### config.mk
export PLATFORM = sky130hd
export DESIGN_NAME = sprite_load_scheduler_flat
export DESIGN_NICKNAME = d
export VERILOG_FILES = /design/src/rtl/sprite_load_scheduler_pkg.sv /design/src/rtl/sprite_load_scheduler_if.sv /design/src/rtl/sprite_slot_picker.sv /design/src/rtl/sprite_load_scheduler.sv /design/src/flat_wrapper.sv
export SDC_FILE = /design/constraint.sdc
export NUM_CORES = 1
export LEC_CHECK = 0
export CAP_MARGIN = 20
export CORE_ASPECT_RATIO = 1.2
export CORE_UTILIZATION = 43
export CTS_BUF_LIST = sky130_fd_sc_hd__clkbuf_4 sky130_fd_sc_hd__clkbuf_8
export DETAILED_ROUTE_END_ITERATION = 8
export GPL_TIMING_DRIVEN = 0
export PLACE_DENSITY = 0.85
export SYNTH_ARGS = -nofsm -noshare
export SYNTH_HDL_FRONTEND = slang
export SYNTH_SLANG_ARGS = --single-unit
### constraint.sdc
create_clock -name clk -period 2.6 [get_ports clk]
set_input_delay 0.78 -clock clk [delete_from_list [all_inputs] [get_ports clk]]
set_output_delay 0.78 -clock clk [all_outputs]
set_load 0.005 [all_outputs]
### src/rtl/sprite_load_scheduler_pkg.sv
// Shared types and width defaults for the sprite ROM load scheduler and its neighbours.
// No logic; elaboration-time constants and a width helper only.
// No flow control; consumers import what they need.
package sprite_load_scheduler_pkg;

    // Row and code widths the renderer, ROM and scheduler must agree on.
    localparam int ROW_W_DEF  = 4;
    localparam int CODE_W_DEF = 2;

    typedef enum logic [1:0] {
        ST_IDLE = 2'd0,
        ST_PICK = 2'd1,
        ST_HOLD = 2'd2
    } sched_state_e;

    // Index width for n renderers; a single renderer still needs one bit.
    function automatic int sel_width(input int n);
        return (n > 1) ? $clog2(n) : 1;
    endfunction

endpackage

### src/rtl/sprite_load_scheduler_if.sv
// Bundle of signals between the hvsync/renderer side and the ROM load scheduler.
// Pure wiring; no latency.
// No backpressure; load pulses are fire-and-forget.
interface sprite_load_scheduler_if
    import sprite_load_scheduler_pkg::*;
#(
    parameter int NUM_SPRITES = 4,
    parameter int ROW_W       = ROW_W_DEF,
    parameter int CODE_W      = CODE_W_DEF
);
    logic                          hsync;
    logic [NUM_SPRITES-1:0]        in_progress;
    logic [NUM_SPRITES*ROW_W-1:0]  row_addr;
    logic [NUM_SPRITES*CODE_W-1:0] sprite_code;
    logic [NUM_SPRITES-1:0]        load;
    logic [CODE_W+ROW_W-1:0]       rom_addr;
    logic                          busy;
    logic                          overrun;

    // Renderer bank / hvsync side.
    modport master (
        output hsync, in_progress, row_addr, sprite_code,
        input  load, rom_addr, busy, overrun
    );

    // Scheduler side.
    modport slave (
        input  hsync, in_progress, row_addr, sprite_code,
        output load, rom_addr, busy, overrun
    );
endinterface

### src/rtl/sprite_slot_picker.sv
// Lowest-set-bit picker: returns index and one-hot of the lowest pending renderer.
// Purely combinational, zero latency.
// No backpressure; an empty mask yields index 0 and an all-zero one-hot.
module sprite_slot_picker #(
    parameter int N     = 4,
    parameter int SEL_W = 2
) (
    input  logic [N-1:0]     mask_i,
    output logic [SEL_W-1:0] idx_o,
    output logic [N-1:0]     onehot_o
);

    // Scan from the top down so the lowest set bit is the last one written.
    always_comb begin
        idx_o    = '0;
        onehot_o = '0;
        for (int i = N - 1; i >= 0; i--) begin
            if (mask_i[i]) begin
                idx_o       = SEL_W'(i);
                onehot_o    = '0;
                onehot_o[i] = 1'b1;
            end
        end
    end

endmodule

### src/rtl/sprite_load_scheduler.sv
// Time-shares one sprite ROM among renderers during hsync: one load pulse + exclusive slot each.
// Load appears the cycle after PICK; each renderer costs SLOT_CYCLES+1 cycles of schedule.
// No backpressure; a window that closes early drops the rest of the line and sets sticky overrun.
module sprite_load_scheduler
    import sprite_load_scheduler_pkg::*;
#(
    parameter int NUM_SPRITES = 4,
    parameter int ROW_W       = ROW_W_DEF,
    parameter int CODE_W      = CODE_W_DEF,
    parameter int SLOT_CYCLES = 4          // HOLD cycles per grant, load cycle included; >= 3
) (
    input  logic                    clk,
    input  logic                    reset,
    sprite_load_scheduler_if.slave  bus
);

    localparam int SEL_W = sel_width(NUM_SPRITES);
    localparam int CNT_W = $clog2(SLOT_CYCLES + 1);

    sched_state_e           state_q;
    logic [NUM_SPRITES-1:0] pending_q;
    logic [SEL_W-1:0]       sel_q;
    logic [NUM_SPRITES-1:0] load_q;
    logic [CNT_W-1:0]       cnt_q;
    logic                   overrun_q;
    logic                   hsync_q;

    logic [SEL_W-1:0]        pick_idx;
    logic [NUM_SPRITES-1:0]  pick_onehot;
    logic                    hsync_rise;
    logic                    window_lost;
    logic                    slot_done;
    logic [CODE_W+ROW_W-1:0] rom_addr_mux;

    sprite_slot_picker #(
        .N     (NUM_SPRITES),
        .SEL_W (SEL_W)
    ) u_picker (
        .mask_i   (pending_q),
        .idx_o    (pick_idx),
        .onehot_o (pick_onehot)
    );

    assign hsync_rise  = bus.hsync & ~hsync_q;
    // Window closed while renderers are still waiting: the line cannot be completed.
    assign window_lost = ~bus.hsync & (|pending_q);
    assign slot_done   = (cnt_q == CNT_W'(SLOT_CYCLES));

    // Schedule FSM: capture on hsync rise, then PICK/HOLD each pending renderer in index order.
    always_ff @(posedge clk) begin
        if (reset) begin
            state_q   <= ST_IDLE;
            pending_q <= '0;
            sel_q     <= '0;
            load_q    <= '0;
            cnt_q     <= '0;
            overrun_q <= 1'b0;
            hsync_q   <= 1'b0;
        end else begin
            hsync_q <= bus.hsync;
            load_q  <= '0;
            unique case (state_q)
                ST_IDLE: begin
                    // A rise seen while busy is simply lost; only IDLE captures.
                    if (hsync_rise) begin
                        pending_q <= bus.in_progress;
                        if (|bus.in_progress) begin
                            state_q <= ST_PICK;
                        end
                    end
                end
                ST_PICK: begin
                    // No slot is open yet, so a lost window abandons the line outright.
                    if (window_lost) begin
                        overrun_q <= 1'b1;
                        pending_q <= '0;
                        state_q   <= ST_IDLE;
                    end else begin
                        sel_q     <= pick_idx;
                        pending_q <= pending_q & ~pick_onehot;
                        load_q    <= pick_onehot;
                        cnt_q     <= CNT_W'(1);
                        state_q   <= ST_HOLD;
                    end
                end
                ST_HOLD: begin
                    cnt_q <= cnt_q + 1'b1;
                    // The renderer holding the ROM keeps its slot; only the waiters are dropped.
                    if (window_lost) begin
                        overrun_q <= 1'b1;
                        pending_q <= '0;
                    end
                    if (slot_done) begin
                        state_q <= ((|pending_q) && !window_lost) ? ST_PICK : ST_IDLE;
                    end
                end
                default: begin
                    state_q <= ST_IDLE;
                end
            endcase
        end
    end

    // ROM address follows the registered grant so it is stable for the whole slot.
    always_comb begin
        rom_addr_mux = '0;
        for (int i = 0; i < NUM_SPRITES; i++) begin
            if (sel_q == SEL_W'(i)) begin
                rom_addr_mux = {bus.sprite_code[i*CODE_W +: CODE_W], bus.row_addr[i*ROW_W +: ROW_W]};
            end
        end
    end

    assign bus.load     = load_q;
    assign bus.rom_addr = rom_addr_mux;
    assign bus.busy     = (state_q != ST_IDLE);
    assign bus.overrun  = overrun_q;

endmodule
### src/flat_wrapper.sv
// flat-port wrapper written by rule: the top's interface ports become plain ports
module sprite_load_scheduler_flat import sprite_load_scheduler_pkg::*;
#(
    parameter int NUM_SPRITES = 4,
    parameter int ROW_W       = ROW_W_DEF,
    parameter int CODE_W      = CODE_W_DEF,
    parameter int SLOT_CYCLES = 4                                                             
)
  (clk, reset, bus_hsync, bus_in_progress, bus_row_addr, bus_sprite_code, bus_load, bus_rom_addr, bus_busy, bus_overrun);
  sprite_load_scheduler_if #(.NUM_SPRITES(NUM_SPRITES), .ROW_W(ROW_W), .CODE_W(CODE_W)) bus_i ();
  input  logic clk;
  input  logic reset;
  input wire logic [$bits(bus_i.hsync)-1:0] bus_hsync;
  input wire logic [$bits(bus_i.in_progress)-1:0] bus_in_progress;
  input wire logic [$bits(bus_i.row_addr)-1:0] bus_row_addr;
  input wire logic [$bits(bus_i.sprite_code)-1:0] bus_sprite_code;
  output wire logic [$bits(bus_i.load)-1:0] bus_load;
  output wire logic [$bits(bus_i.rom_addr)-1:0] bus_rom_addr;
  output wire logic [$bits(bus_i.busy)-1:0] bus_busy;
  output wire logic [$bits(bus_i.overrun)-1:0] bus_overrun;
  assign bus_i.hsync = bus_hsync;
  assign bus_i.in_progress = bus_in_progress;
  assign bus_i.row_addr = bus_row_addr;
  assign bus_i.sprite_code = bus_sprite_code;
  assign bus_load = bus_i.load;
  assign bus_rom_addr = bus_i.rom_addr;
  assign bus_busy = bus_i.busy;
  assign bus_overrun = bus_i.overrun;
  sprite_load_scheduler #(.NUM_SPRITES(NUM_SPRITES), .ROW_W(ROW_W), .CODE_W(CODE_W), .SLOT_CYCLES(SLOT_CYCLES)) u_core (.clk(clk), .reset(reset), .bus(bus_i));
endmodule
==> impl_metrics.env <==
export IMPL_wirelength_mm=2.834
export IMPL_holdCritPathClass="reg2reg"
export IMPL_insertion_delay_ps=300
export IMPL_crit_type="in2out"
export IMPL_worst_slack_ps=10.56
export IMPL_overflow=0
export IMPL_antenna_left=0
export IMPL_io_buffer_count=42
export IMPL_path_cells="clkdlybuf4s50_1 > mux4_2 > buf_2"
export IMPL_crit_path_max_incr_delay_ps=470
export IMPL_drive_gt1_frac=0.1438
export IMPL_dieArea_sq_mm=0.002565
export IMPL_dr_max_layer_used="met4"
export IMPL_area_growth_pct=46.37
export IMPL_grt_pass1_vias=1017
export IMPL_max_freq_mhz=386.2
export IMPL_antenna_found_initial=0
export IMPL_p_sw_frac=0.3808
export IMPL_place_congestion=0.7932
export IMPL_relSlewSlack=0.4938
export IMPL_num_rows=18
export IMPL_dieWidth_um=46.40
export IMPL_crit_family="buffers and inverters"
export IMPL_nets=192
export IMPL_timing_final_crit_share=0.9959
export IMPL_ys_warn_count=0
export IMPL_critPathArrivalTime_ps=1810
export IMPL_fillerInstances=177
export IMPL_clock_sinks=17
export IMPL_worst_pin_slew_ps=754.8
export IMPL_postSynthAreaPerCell_sq_um=9.419
export IMPL_power_switching_mw=0.3912
export IMPL_irDropWorstVdd_mv=0.5095
export IMPL_ys_seq_elements=17
export IMPL_power_leakage_nw=0.6014
export IMPL_whs_ps=488.3
export IMPL_cts_buffer_depth=2
export IMPL_htree_levels=1
export IMPL_synthFlopType="dfxtp_1"
export IMPL_cts_root_buf="clkbuf_4"
export IMPL_clock_skew_ps=5.127
export IMPL_crit_fanout=1
export IMPL_drt_first_pass_iters=2
export IMPL_power_frac_clock=0.149
export IMPL_synth_area_sq_mm=0.001017
export IMPL_viasPerCell=5.492
export IMPL_met3_length_um=255
export IMPL_coreArea_sq_mm=0.002140
export IMPL_start_util=0.4754
export IMPL_ios=43
export IMPL_grt_max_degree=11
export IMPL_vias=1005
export IMPL_cts_buffers=3
export IMPL_drt_iter0_drc=20
export IMPL_met1_length_um=906
export IMPL_slew_viol_final=0
export IMPL_status="completed"
export IMPL_path_clk_slew_ps=100
export IMPL_worstSetupEndpointType="output port"
export IMPL_hpwl_mm=2.313
export IMPL_grt_pass1_wl_mm=4.250
export IMPL_rsz0062_at_grt="no"
export IMPL_cts_tree="yes"
export IMPL_track_usage=0.2298
export IMPL_start_kind="input port"
export IMPL_power_frac_seq=0.359
export IMPL_finalSetupViolations=0
export IMPL_syn_inst=108
export IMPL_p_int_mw=0.6361
export IMPL_cp_num_buf_inv=2
export IMPL_ys_seq_area_frac=0.3346
export IMPL_cpMaxStageDelayCell="mux4_2"
export IMPL_remaining_drc_errors=0
export IMPL_synth_nets=146
export IMPL_period_needed_ps=2589
export IMPL_die_h_um=55.28
export IMPL_wl_met2_mm=1.627
export IMPL_synth_edff_count=0
export IMPL_cp_data_required_time_ps=1820
export IMPL_pwr_share_comb=0.492
export IMPL_tns_ps=0
export IMPL_power_density_mw_per_mm2=689.9
export IMPL_cap_violations=0
export IMPL_final_hold_violation_count=0
export IMPL_routedWlPerCell_um=15.49
export IMPL_pre_cts_ws_ps=-327.4
export IMPL_synth_cell_types=37
export IMPL_post_cts_buffers=0
export IMPL_n_antenna_cell=0
export IMPL_synth_async_sr_flop_share=0
[final cells by class]
cell class	instances	area (sq um)	area share
Multi-Input combinational cell	77	615.6	0.4134
Timing Repair Buffer	42	407.9	0.2739
Sequential cell	17	340.3	0.2286
Tap cell	30	37.54	0.02521
Buffer	6	31.28	0.02101
Clock buffer	4	30.03	0.02017
Inverter	7	26.28	0.01765
[placed cells by master (no fill, tap or decap), types with 2 or more instances in the layout]
cell type / synthesis / layout
or4b_2: 2 / 2
o21ai_0: 3 / 3
nand2b_1: 3 / 3
nor4b_1: 2 / 2
dlymetal6s2s_1: 0 / 4
nand2_1: 9 / 9
dlygate4sd2_1: 0 / 4
clkdlybuf4s50_1: 0 / 28
a31oi_1: 2 / 2
nor2b_1: 2 / 2
ha_1: 7 / 7
o41ai_1: 2 / 2
nor2_1: 7 / 7
dfxtp_1: 17 / 17
inv_1: 7 / 7
a21oi_1: 5 / 5
mux4_2: 6 / 6
a41oi_1: 2 / 2
buf_2: 1 / 5
and3_1: 2 / 2
clkbuf_1: 5 / 4
buf_6: 1 / 3
clkbuf_4: 0 / 4
nand3_1: 4 / 4
nor3_1: 3 / 3
[logic make-up (layout without fill, tap and decap cells)]
family | count (synthesis) | after routing | synth area share
and+or+nand+nor | 42 | 42 | 0.2337
DFF | 17 | 17 | 0.3346
muxes | 6 | 6 | 0.1328
adders and majority gates | 7 | 7 | 0.08610
AOI/OAI and AO/OA | 22 | 22 | 0.1525
buffers and inverters | 14 | 59 | 0.06027
[worst paths after layout]
path / depth (start not counted) / startpoint / slack [ps] / to
worst min-delay path: 2 / u_core.cnt_q[1] / 490 / u_core.cnt_q[1]
worst max register to register: 7 / u_core.state_q[0] / 350 / u_core.pending_q[1]
worst min register to register: 2 / u_core.cnt_q[1] / 490 / u_core.cnt_q[1]
worst max-delay path: 3 / bus_row_addr[4] / 10 / bus_rom_addr[0]
[per-layer routing]
layer / GRT usage / up-vias
met1: 0.1946 / 456
met3: 0.03922 / 7
li1: - / 496
met2: 0.4663 / 46
met4: 0.08403 / 0
met5: 0 / -
[registers in the layout, indices dropped and copies added, names as in the netlist]
register            count
u_core.bus.load         4
u_core.pending_q        4
u_core.cnt_q            3
u_core.sel_q            2
u_core.state_q          2
u_core.bus.overrun      1
u_core.hsync_q          1
[power by group through the flow]
stage                     logic, mW  clock network (mW)  registers (mW)
final                         0.506               0.153           0.368
after global routing          0.555               0.166           0.376
after CTS                     0.508               0.157           0.359
after detailed placement      0.524                   0           0.365
after global placement        0.499                   0           0.360
after floorplan               0.335                   0           0.353
[worst reg2reg max path: cells and delay by family (launching register included)]
kind            cells  cell delay (ps)
compound gates      2              260
buf+inv             2              300
flops               1              410
fa+ha+maj           1              200
simple gates        2             1010
[what timing repair did]
| item | 4_1_cts | 5_1_grt |
|---|---|---|
| pin swaps | 0 | 0 |
| resized for setup | 26 | 6 |
| endpoints found under the setup margin | 6 | 6 |
| hold buffers | 0 | 0 |
[Yosys cell counts, types with 3 or more instances]
master / count / area share
dfxtp_1: 17 / 0.33
nand2_1: 9 / 0.033
ha_1: 7 / 0.086
inv_1: 7 / 0.026
nor2_1: 7 / 0.026
mux4_2: 6 / 0.13
a21oi_1: 5 / 0.025
clkbuf_1: 5 / 0.018
nand3_1: 4 / 0.020
nand2b_1: 3 / 0.018
nor3_1: 3 / 0.015
o21ai_0: 3 / 0.015
[per-stage QoR]
stage | instance area [sq um] | std cells | power [mW] | utilization
final | 1489 | 183 | 1.027 | 0.6959
after global routing | 1489 | 183 | 1.098 | 0.6959
after CTS | 1470 | 184 | 1.024 | 0.6871
after detailed placement | 1475 | 180 | 0.8889 | 0.6895
after global placement | 1475 | 180 | 0.8591 | 0.6895
after floorplan | 1017 | 108 | 0.6887 | -
Note: power is estimated with default switching activity, not from simulation.
